===== src/rtl/seg7_pkg.sv =====
// Shared constants, FSM state type and small helpers for the seven-segment
// counter monitor.
package seg7_pkg;

   localparam int ERR_W = 8;

   localparam logic [6:0] SEG_0     = 7'h3F;
   localparam logic [6:0] SEG_1     = 7'h06;
   localparam logic [6:0] SEG_2     = 7'h5B;
   localparam logic [6:0] SEG_3     = 7'h4F;
   localparam logic [6:0] SEG_4     = 7'h66;
   localparam logic [6:0] SEG_5     = 7'h6D;
   localparam logic [6:0] SEG_6     = 7'h7D;
   localparam logic [6:0] SEG_7     = 7'h07;
   localparam logic [6:0] SEG_8     = 7'h7F;
   localparam logic [6:0] SEG_9     = 7'h6F;
   localparam logic [6:0] SEG_BLANK = 7'h00;

   typedef enum logic [0:0] {
      WAIT_FIRST = 1'b0,
      TRACK      = 1'b1
   } state_t;

   function automatic logic [3:0] next_digit(input logic [3:0] d);
      return (d == 4'd9) ? 4'd0 : d + 4'd1;
   endfunction

   // Error counter sticks at all-ones instead of wrapping
   function automatic logic [ERR_W-1:0] sat_inc(input logic [ERR_W-1:0] v);
      return (v == {ERR_W{1'b1}}) ? v : v + {{(ERR_W-1){1'b0}}, 1'b1};
   endfunction

endpackage


===== src/rtl/seg7_monitor_if.sv =====
// Pattern input / status output bundle of the seven-segment monitor.
interface seg7_monitor_if;
   import seg7_pkg::*;

   logic             ena;
   logic [6:0]       seg_in;
   logic [3:0]       digit_out;
   logic             digit_valid;
   logic             blank;
   logic             bad_pat;
   logic             seq_err;
   logic [ERR_W-1:0] error_cnt;

   modport master (
      output ena, seg_in,
      input  digit_out, digit_valid, blank, bad_pat, seq_err, error_cnt
   );

   modport slave (
      input  ena, seg_in,
      output digit_out, digit_valid, blank, bad_pat, seq_err, error_cnt
   );

endinterface


===== src/rtl/seg7_decode.sv =====
// Combinational segment-pattern to digit lookup with blank / valid flags.
module seg7_decode
   import seg7_pkg::*;
(
   input  logic [6:0] seg,
   output logic [3:0] digit,
   output logic       is_blank,
   output logic       is_valid
);

   // Exact-match lookup; anything not in the table is flagged invalid
   always_comb begin
      digit    = 4'd0;
      is_blank = 1'b0;
      is_valid = 1'b1;
      case (seg)
         SEG_0:     digit = 4'd0;
         SEG_1:     digit = 4'd1;
         SEG_2:     digit = 4'd2;
         SEG_3:     digit = 4'd3;
         SEG_4:     digit = 4'd4;
         SEG_5:     digit = 4'd5;
         SEG_6:     digit = 4'd6;
         SEG_7:     digit = 4'd7;
         SEG_8:     digit = 4'd8;
         SEG_9:     digit = 4'd9;
         SEG_BLANK: begin
            is_blank = 1'b1;
            is_valid = 1'b0;
         end
         default:   is_valid = 1'b0;
      endcase
   end

endmodule


===== src/rtl/seg7_monitor.sv =====
// Debounces a seven-segment pattern stream and checks that accepted digits
// follow the 0..9 counting sequence, reporting glitches and sequence breaks.
module seg7_monitor
   import seg7_pkg::*;
#(
   parameter int unsigned STABLE_CNT = 4
)
(
   input  logic          clk,
   input  logic          rst_n,
   seg7_monitor_if.slave mon
);

   localparam logic [3:0] STABLE_LAST = 4'(STABLE_CNT - 1);
   localparam logic [3:0] STABLE_FULL = 4'(STABLE_CNT);

   logic [6:0]       seg_q_r, seg_q_nxt_s;
   logic [3:0]       cnt_r, cnt_nxt_s;
   logic             accept_s;
   logic [3:0]       dec_digit_s;
   logic             dec_blank_s, dec_valid_s;
   state_t           state_r, state_nxt_s;
   logic [3:0]       digit_r, digit_nxt_s;
   logic             valid_r, valid_nxt_s;
   logic             blank_r, blank_nxt_s;
   logic             bad_r, bad_nxt_s;
   logic             seq_r, seq_nxt_s;
   logic [ERR_W-1:0] err_r, err_nxt_s;

   seg7_decode u_decode (
      .seg      (seg_q_r),
      .digit    (dec_digit_s),
      .is_blank (dec_blank_s),
      .is_valid (dec_valid_s)
   );

   // Stability sampler: accept fires exactly once per stable run
   always_comb begin
      seg_q_nxt_s = seg_q_r;
      cnt_nxt_s   = cnt_r;
      accept_s    = 1'b0;
      if (mon.ena) begin
         if (mon.seg_in != seg_q_r) begin
            seg_q_nxt_s = mon.seg_in;
            cnt_nxt_s   = 4'd0;
         end else if (cnt_r == STABLE_LAST) begin
            accept_s  = 1'b1;
            cnt_nxt_s = STABLE_FULL;
         end else if (cnt_r < STABLE_FULL) begin
            cnt_nxt_s = cnt_r + 4'd1;
         end else begin
            cnt_nxt_s = cnt_r;
         end
      end else begin
         cnt_nxt_s = cnt_r;
      end
   end

   // Sampler registers
   always_ff @(posedge clk or negedge rst_n) begin
      if (!rst_n) begin
         seg_q_r <= 7'h00;
         cnt_r   <= 4'd0;
      end else begin
         seg_q_r <= seg_q_nxt_s;
         cnt_r   <= cnt_nxt_s;
      end
   end

   // Sequence FSM next state and registered-output next values
   always_comb begin
      state_nxt_s = state_r;
      digit_nxt_s = digit_r;
      blank_nxt_s = blank_r;
      err_nxt_s   = err_r;
      valid_nxt_s = 1'b0;
      bad_nxt_s   = 1'b0;
      seq_nxt_s   = 1'b0;
      if (accept_s) begin
         if (dec_blank_s) begin
            blank_nxt_s = 1'b1;
            state_nxt_s = WAIT_FIRST;
         end else if (!dec_valid_s) begin
            bad_nxt_s   = 1'b1;
            blank_nxt_s = 1'b0;
            err_nxt_s   = sat_inc(err_r);
         end else begin
            blank_nxt_s = 1'b0;
            case (state_r)
               WAIT_FIRST: begin
                  digit_nxt_s = dec_digit_s;
                  valid_nxt_s = 1'b1;
                  state_nxt_s = TRACK;
               end
               TRACK: begin
                  if (dec_digit_s == next_digit(digit_r)) begin
                     digit_nxt_s = dec_digit_s;
                     valid_nxt_s = 1'b1;
                  end else if (dec_digit_s == digit_r) begin
                     // A glitch that settles back to the shown digit is benign
                     digit_nxt_s = digit_r;
                  end else begin
                     digit_nxt_s = dec_digit_s;
                     valid_nxt_s = 1'b1;
                     seq_nxt_s   = 1'b1;
                     err_nxt_s   = sat_inc(err_r);
                  end
               end
               default: state_nxt_s = WAIT_FIRST;
            endcase
         end
      end else begin
         state_nxt_s = state_r;
      end
   end

   // FSM state register
   always_ff @(posedge clk or negedge rst_n) begin
      if (!rst_n) begin
         state_r <= WAIT_FIRST;
      end else begin
         state_r <= state_nxt_s;
      end
   end

   // Output registers
   always_ff @(posedge clk or negedge rst_n) begin
      if (!rst_n) begin
         digit_r <= 4'd0;
         valid_r <= 1'b0;
         blank_r <= 1'b0;
         bad_r   <= 1'b0;
         seq_r   <= 1'b0;
         err_r   <= {ERR_W{1'b0}};
      end else begin
         digit_r <= digit_nxt_s;
         valid_r <= valid_nxt_s;
         blank_r <= blank_nxt_s;
         bad_r   <= bad_nxt_s;
         seq_r   <= seq_nxt_s;
         err_r   <= err_nxt_s;
      end
   end

   assign mon.digit_out   = digit_r;
   assign mon.digit_valid = valid_r;
   assign mon.blank       = blank_r;
   assign mon.bad_pat     = bad_r;
   assign mon.seq_err     = seq_r;
   assign mon.error_cnt   = err_r;

endmodule


===== src/flat_wrapper.sv =====
// flat-port wrapper written by rule: the top's interface ports become plain ports
module seg7_monitor_flat import seg7_pkg::*;
#(
   parameter int unsigned STABLE_CNT = 4
)
  (clk, rst_n, mon_ena, mon_seg_in, mon_digit_out, mon_digit_valid, mon_blank, mon_bad_pat, mon_seq_err, mon_error_cnt);
  seg7_monitor_if mon_i ();
  input  logic clk;
  input  logic rst_n;
  input wire logic [$bits(mon_i.ena)-1:0] mon_ena;
  input wire logic [$bits(mon_i.seg_in)-1:0] mon_seg_in;
  output wire logic [$bits(mon_i.digit_out)-1:0] mon_digit_out;
  output wire logic [$bits(mon_i.digit_valid)-1:0] mon_digit_valid;
  output wire logic [$bits(mon_i.blank)-1:0] mon_blank;
  output wire logic [$bits(mon_i.bad_pat)-1:0] mon_bad_pat;
  output wire logic [$bits(mon_i.seq_err)-1:0] mon_seq_err;
  output wire logic [$bits(mon_i.error_cnt)-1:0] mon_error_cnt;
  assign mon_i.ena = mon_ena;
  assign mon_i.seg_in = mon_seg_in;
  assign mon_digit_out = mon_i.digit_out;
  assign mon_digit_valid = mon_i.digit_valid;
  assign mon_blank = mon_i.blank;
  assign mon_bad_pat = mon_i.bad_pat;
  assign mon_seq_err = mon_i.seq_err;
  assign mon_error_cnt = mon_i.error_cnt;
  seg7_monitor #(.STABLE_CNT(STABLE_CNT)) u_core (.clk(clk), .rst_n(rst_n), .mon(mon_i));
endmodule

===== config.mk =====
export PLATFORM = sky130hd
export DESIGN_NAME = seg7_monitor_flat
export DESIGN_NICKNAME = d
export VERILOG_FILES = /design/src/rtl/seg7_pkg.sv /design/src/rtl/seg7_monitor_if.sv /design/src/rtl/seg7_decode.sv /design/src/rtl/seg7_monitor.sv /design/src/flat_wrapper.sv
export SDC_FILE = /design/constraint.sdc
export NUM_CORES = 1
export LEC_CHECK = 0
export CORE_MARGIN = 2
export CORE_UTILIZATION = 55
export CTS_CLUSTER_SIZE = 16
export DETAILED_ROUTE_END_ITERATION = 10
export DONT_BUFFER_PORTS = 1
export PLACE_DENSITY = 0.78
export SETUP_SLACK_MARGIN = 0.1
export SYNTH_ARGS = -nofsm -noshare
export SYNTH_HDL_FRONTEND = slang
export SYNTH_SLANG_ARGS = --single-unit

===== constraint.sdc =====
create_clock -name clk -period 5.7 [get_ports clk]
set_input_delay 0.855 -clock clk [delete_from_list [all_inputs] [get_ports clk]]
set_output_delay 0.855 -clock clk [all_outputs]
set_load 0.05 [all_outputs]

==> results of run 1 <==
[metal layers]
metal  GRT usage (%)  up-vias  part of all wire [%]
met5               0        -                     0
met4           9.627        0                   2.9
li1                -      628                     -
met2           32.14       33                    50
met1           26.32      597                    44
met3           2.985       12                   3.6
[synthesized netlist by cell type, drive strengths merged, types with 3 or more instances]
cell type / instances / area (um^2)
buf: 8 / 41.29
dfrtp: 28 / 700.7
o21ai: 5 / 28.77
a21oi: 5 / 25.02
clkbuf: 5 / 18.77
xor2: 6 / 52.55
inv: 3 / 11.26
nand3b: 6 / 45.04
nand3: 4 / 20.02
or3: 4 / 25.02
nor2: 12 / 45.04
xnor2: 12 / 105.1
nor3: 4 / 25.02
o2111ai: 3 / 26.28
nand2: 9 / 33.78
nor4: 5 / 31.28
o211ai: 3 / 22.52
and3: 3 / 18.77
mux2: 11 / 123.9
or2: 3 / 18.77
a31oi: 3 / 18.77
[state kept, by name, indices dropped and copies added (netlist names)]
register                flops
u_core.mon.error_cnt        8
u_core.mon.blank            1
u_core.mon.digit_out        4
u_core.state_r              1
u_core.seg_q_r              7
u_core.mon.digit_valid      1
u_core.cnt_r                4
u_core.mon.bad_pat          1
u_core.mon.seq_err          1
[worst max-delay path: stages (launching register included)]
cell,delay (ns)
dfrtp_1,0.52
nand4bb_1,0.37
nor4b_4,0.41
nor3_2,0.14
xnor2_1,0.17
nor4_1,0.63
a311oi_4,0.16
o21ai_2,0.21
mux2_1,0.34
[power by group]
part / switching (uW) / internal [uW] / total (uW)
clock network: 55.9 / 39.1 / 95.0
registers: 14.3 / 204 / 218
logic: 15.2 / 17.0 / 32.2
total: 85.3 / 260 / 345
[cell families after synthesis]
kind of cell / after synthesis / share of synthesized area [%]
and+or+nand+nor: 66 / 23.16
AOI/OAI and AO/OA: 31 / 14.08
DFF: 28 / 40.03
xor gates and xnor gates: 18 / 9.006
buffers and inverters: 16 / 4.074
muxes: 12 / 7.648
adders and majority gates: 3 / 2.001
[cell type report]
| type | count | area (um^2) |
|---|---|---|
| clock buffer | 4 | 36.28 |
| multi-input combinational | 130 | 978.4 |
| sequential | 28 | 700.7 |
| inverter | 3 | 11.26 |
| tap | 44 | 55.05 |
| fill | 259 | 1246 |
[stage by stage]
step                      setup WS (ns)  utilization, %
final                             2.639           58.84
after global routing              2.339           58.84
after CTS                         2.646           58.84
after detailed placement          2.571           57.64
after global placement            2.648           57.64
after floorplan                   2.872               -
[worst max path at each step]
stage | startpoint | to | slack (ns) | cells past startpoint
floorplan | mon_seg_in[0] | u_core.mon.error_cnt[1]$_DFFE_PN0P_ | 2.87 | 7
global placement | mon_seg_in[0] | u_core.mon.error_cnt[1]$_DFFE_PN0P_ | 2.65 | 7
detailed placement | mon_seg_in[0] | u_core.mon.error_cnt[1]$_DFFE_PN0P_ | 2.57 | 7
CTS | u_core.seg_q_r[4]$_DFFE_PN0P_ | u_core.mon.error_cnt[1]$_DFFE_PN0P_ | 2.65 | 8
global route | u_core.seg_q_r[4]$_DFFE_PN0P_ | u_core.mon.error_cnt[1]$_DFFE_PN0P_ | 2.34 | 8
finish | u_core.seg_q_r[4]$_DFFE_PN0P_ | u_core.mon.error_cnt[1]$_DFFE_PN0P_ | 2.64 | 8
==> results.py, run 1 <==
metrics = {
    "cells_and_area": {
        "fin_cells": 209,
        "final_cell_mix": "dfrtp_1 (28), xnor2_1 (12), nor2_1 (12), nand2_1 (9), mux2_2 (9)",
        "final_cell_area_um2": 1782,
        "nNetsFinal": 178,
        "diodes": 0,
        "drive_above_1_share_pct": 12.73,
        "mostFrequentLayoutCell": "dfrtp_1",
        "area_growth_pct": 1.787,
    },
    "setup_path": {
        "crit_path_start_kind": "flip-flop",
        "endpoint_kind": "flip-flop",
        "r2r-start": "u_core.seg_q_r[4]$_DFFE_PN0P_",
        "cp_max_fo": 10,
        "critical_path_class": "reg -> reg",
        "reg2reg_depth": 8,
        "arrival_ns": 3.28,
        "r2r_end": "u_core.mon.error_cnt[1]$_DFFE_PN0P_",
        "cp.required_ns": 5.92,
        "r2r_setup_slack_ns": 2.64,
    },
    "synthesis": {
        "syn_area_per_cell_um2": 10.06,
        "synth-main-ff-cell": "dfrtp_1",
        "synth_warnings": 0,
        "synth_area_um2": 1750,
        "async_reset_ff_share_pct": 100.0,
        "ys_ff_latch": 28,
        "synth_edf_count": 0,
        "ys_seq_area_share_pct": 40.03,
        "syn_nets": 186,
        "synth_cell_types": 53,
        "synth_cells": 174,
    },
    "clocking": {
        "cts.path.max_buffers": 2,
        "cts_tree": "yes",
        "cts.root.buffer_cell": "clkbuf_4",
        "cts_setup_buffers": 0,
        "cts_resized": 0,
        "cts.sinks": 28,
        "cts_hold_buffers": 0,
        "cts_buffers": 3,
        "clk_latency_ns": 0.32,
        "path_clk_slew_ns": 0.14,
        "h-tree-depth": 1,
    },
    "drt": {
        "via_per_inst": 6.077,
        "dr.first_iter.drc_count": 55,
        "drc": 0,
        "final_antenna_net_count": 0,
        "route.detailed.wl_per_inst_um": 15.53,
        "first_pass_iters": 4,
        "via_count": 1270,
        "wl_um": 3246,
    },
    "placement": {
        "placed_cell_area_um2": 1745,
        "port_buffers": 0,
        "dp_hpwl_um": 2444,
        "place_congestion": 0.8297,
        "dp_cells": 205,
    },
    "global_route": {
        "grt_pass1_wl_um": 5395,
        "antenna_found_initial": 0,
        "grt_start_max_net_pins": 29,
        "overflow": 0,
        "grt_pass1_vias": 1198,
        "grt_use_total_pct": 19.85,
    },
    "run": {
        "cap_violations": 0,
    },
    "run_status": {
        "status": "completed",
    },
    "power": {
        "power.total_uw": 345.1,
        "max-vdd-ir-drop_mv": 0.1025,
        "power_density_nw_per_um2": 193.7,
        "p_leak_uw": 0.0007052,
    },
    "timing": {
        "skew_ns": 0.003945,
        "period_needed_ns": 3.061,
        "fin_crit_sh_pct": 53.70,
        "fmax_ghz": 0.3267,
        "setup_tns_ns": 0,
        "tightestPinTransition_ns": 0.8925,
        "hold_slack_ns": 0.1976,
        "final-hold-violation-count": 0,
        "final-setup-viol-count": 0,
        "drv_slew": 0,
        "grt_setup_unrepaired": "no",
        "relSlewSlack_pct": 40.04,
    },
    "floorplan": {
        "rows": 20,
        "pin_count": 26,
        "die_x_um": 60.42,
        "coreArea_um2": 3028,
        "start_util_pct": 57.81,
        "die_h_um": 60.42,
        "fp.dieArea_um2": 3650,
    },
    "hold_path": {
        "hold_class": "in -> async",
    },
}
No activity file was read; power rests on OpenSTA's default activity.
==> run 2, diff against run 1 <==
==> constraint.sdc (replaced) <==
create_clock -name clk -period 3.2 [get_ports clk]
set_input_delay 0.48 -clock clk [delete_from_list [all_inputs] [get_ports clk]]
set_output_delay 0.48 -clock clk [all_outputs]
set_load 0.05 [all_outputs]
==> run 2 against run 1 <==
Final cell count is 2.9% higher. Largest cell class unchanged. Clock skew is 0.010 ns higher. Die area stayed put. Sequential power is 78% higher. Critical endpoint unchanged.
==> results.py, run 2 (same netlist as run 1, synthesis figures left out) <==
metrics = {
    "placement": {
        "dp_hpwl_um": 2549,
        "placed_cell_area_um2": 1775,
        "place_congestion": 0.8219,
        "dp_worst_setup_slack_ns": 0.2502,
        "port_buffers": 0,
    },
    "clocking": {
        "cts.root.buffer_cell": "clkbuf_4",
        "path_clk_slew_ns": 0.15,
        "cts.sinks": 28,
        "cts_tree": "yes",
        "h-tree-depth": 1,
        "cts_buffers": 3,
        "cts.path.max_buffers": 2,
        "cts_setup_buffers": 0,
        "clk_latency_ns": 0.32,
    },
    "timing": {
        "grt_setup_unrepaired": "no",
        "tightestPinTransition_ns": 0.9652,
        "fin_crit_sh_pct": 91.48,
        "skew_ns": 0.01403,
        "layout_setup_ws_ns": 0.2726,
        "setup_tns_ns": 0,
        "final-hold-violation-count": 0,
        "final-setup-viol-count": 0,
        "fmax_ghz": 0.3416,
        "relSlewSlack_pct": 35.16,
        "period_needed_ns": 2.927,
        "drv_slew": 0,
    },
    "global_route": {
        "grt_use_total_pct": 20.39,
        "antenna_found_initial": 0,
        "grt_pass1_wl_um": 5692,
        "grt_pass1_vias": 1315,
        "grt_start_max_net_pins": 29,
        "overflow": 0,
    },
    "setup_path": {
        "r2r_end": "u_core.mon.error_cnt[1]$_DFFE_PN0P_",
        "cp.required_ns": 3.42,
        "r2r_setup_slack_ns": 0.27,
        "crit_path_start_kind": "flip-flop",
        "endpoint_kind": "flip-flop",
        "critical_path_class": "reg -> reg",
        "arrival_ns": 3.15,
        "reg2reg_depth": 8,
        "cp_max_fo": 11,
        "r2r-start": "u_core.seg_q_r[1]$_DFFE_PN0P_",
    },
    "power": {
        "p_leak_uw": 0.0007476,
        "power.total_uw": 678.6,
        "max-vdd-ir-drop_mv": 0.2909,
        "power_density_nw_per_um2": 365.2,
    },
    "floorplan": {
        "die_h_um": 60.42,
        "fp.dieArea_um2": 3650,
        "start_util_pct": 57.81,
        "coreArea_um2": 3028,
        "die_x_um": 60.42,
        "pin_count": 26,
        "rows": 20,
    },
    "cells_and_area": {
        "drive_above_1_share_pct": 15.20,
        "post-route-util_pct": 61.36,
        "diodes": 0,
        "mostFrequentLayoutCell": "dfrtp_1",
        "largest_register_ff_count": 8,
        "nFillCells": 238,
        "area_growth_pct": 6.147,
        "final_cell_area_um2": 1858,
        "final_cell_mix": "dfrtp_1 (28), xnor2_1 (12), nor2_1 (12), nand2_1 (9), mux2_2 (9)",
        "nNetsFinal": 184,
    },
    "hold_path": {
        "hp-start": "mon_ena",
        "hold_class": "in -> reg",
        "hold_depth": 1,
        "hold-path-endpoint": "u_core.cnt_r[3]$_DFFE_PN0P_",
    },
    "run": {
        "cap_violations": 0,
    },
    "drt": {
        "dr.first_iter.drc_count": 39,
        "via_per_inst": 6.163,
        "route.detailed.wl_per_inst_um": 15.88,
        "final_antenna_net_count": 0,
        "via_count": 1325,
        "first_pass_iters": 4,
        "drc": 0,
        "wl_um": 3414,
    },
    "run_status": {
        "status": "completed",
    },
}
==> run 2: worst max-delay path by stage <==
| stage | startpoint | endpoint | slack (ns) | cells after the start |
|---|---|---|---|---|
| after floorplan | u_core.mon.digit_out[3]$_DFFE_PN0P_ | u_core.mon.error_cnt[1]$_DFFE_PN0P_ | 0.39 | 8 |
| after global placement | u_core.seg_q_r[4]$_DFFE_PN0P_ | u_core.mon.error_cnt[1]$_DFFE_PN0P_ | 0.35 | 8 |
| after detailed placement | u_core.seg_q_r[1]$_DFFE_PN0P_ | u_core.mon.error_cnt[1]$_DFFE_PN0P_ | 0.25 | 8 |
| after CTS | u_core.seg_q_r[1]$_DFFE_PN0P_ | u_core.mon.error_cnt[1]$_DFFE_PN0P_ | 0.24 | 8 |
| after global routing | u_core.seg_q_r[1]$_DFFE_PN0P_ | u_core.mon.error_cnt[1]$_DFFE_PN0P_ | 0.11 | 8 |
| final | u_core.seg_q_r[1]$_DFFE_PN0P_ | u_core.mon.error_cnt[1]$_DFFE_PN0P_ | 0.27 | 8 |
==> run 2: final cells by class <==
class / instances / area, um^2 / area share [%]
clock buffers: 3 / 22.52 / 1.212
clock inverters: 1 / 30.03 / 1.616
inverters: 3 / 11.26 / 0.6061
multi-input cells: 130 / 978.4 / 52.66
flip-flops and latches: 28 / 700.7 / 37.71
well taps: 44 / 55.05 / 2.963
repair buffers: 6 / 60.06 / 3.232
==> run 2: through the flow <==
step	instances	hold WS, ns
detailed placement	209	0.1849
global route	215	0.2183
floorplan	174	0.1844
global placement	209	0.1850
CTS	215	0.2266
finish	215	0.2359
==> run 2: power by group <==
part	total (uW)	internal [uW]	switching, uW
registers	387	363	24.5
clock network	224	127	97.2
logic	67.6	33.6	34.0
total	679	523	156
==> run 2: worst max-delay path: stages (launching register included) <==
cell      delay (ns)
dfrtp_1         0.55
or3b_1          0.42
a211oi_2        0.32
nor3_2          0.14
xnor2_1         0.17
nor4_1          0.54
a311oi_4        0.15
o21ai_2         0.21
mux2_1          0.34
==> run 2: per-layer routing <==
metal	global-route usage (%)	vias up	part of all wire [%]
met5	0	-	0
met4	7.764	0	1.2
met3	3.625	4	4.4
met2	35.56	25	52
met1	25.31	659	43
li1	-	637	-
==> run 2: repair_timing <==
action,4_1_cts,5_1_grt
endpoints found under the hold margin,28,0
resized for setup,0,0
hold buffers,2,0
endpoints found under the setup margin,0,0
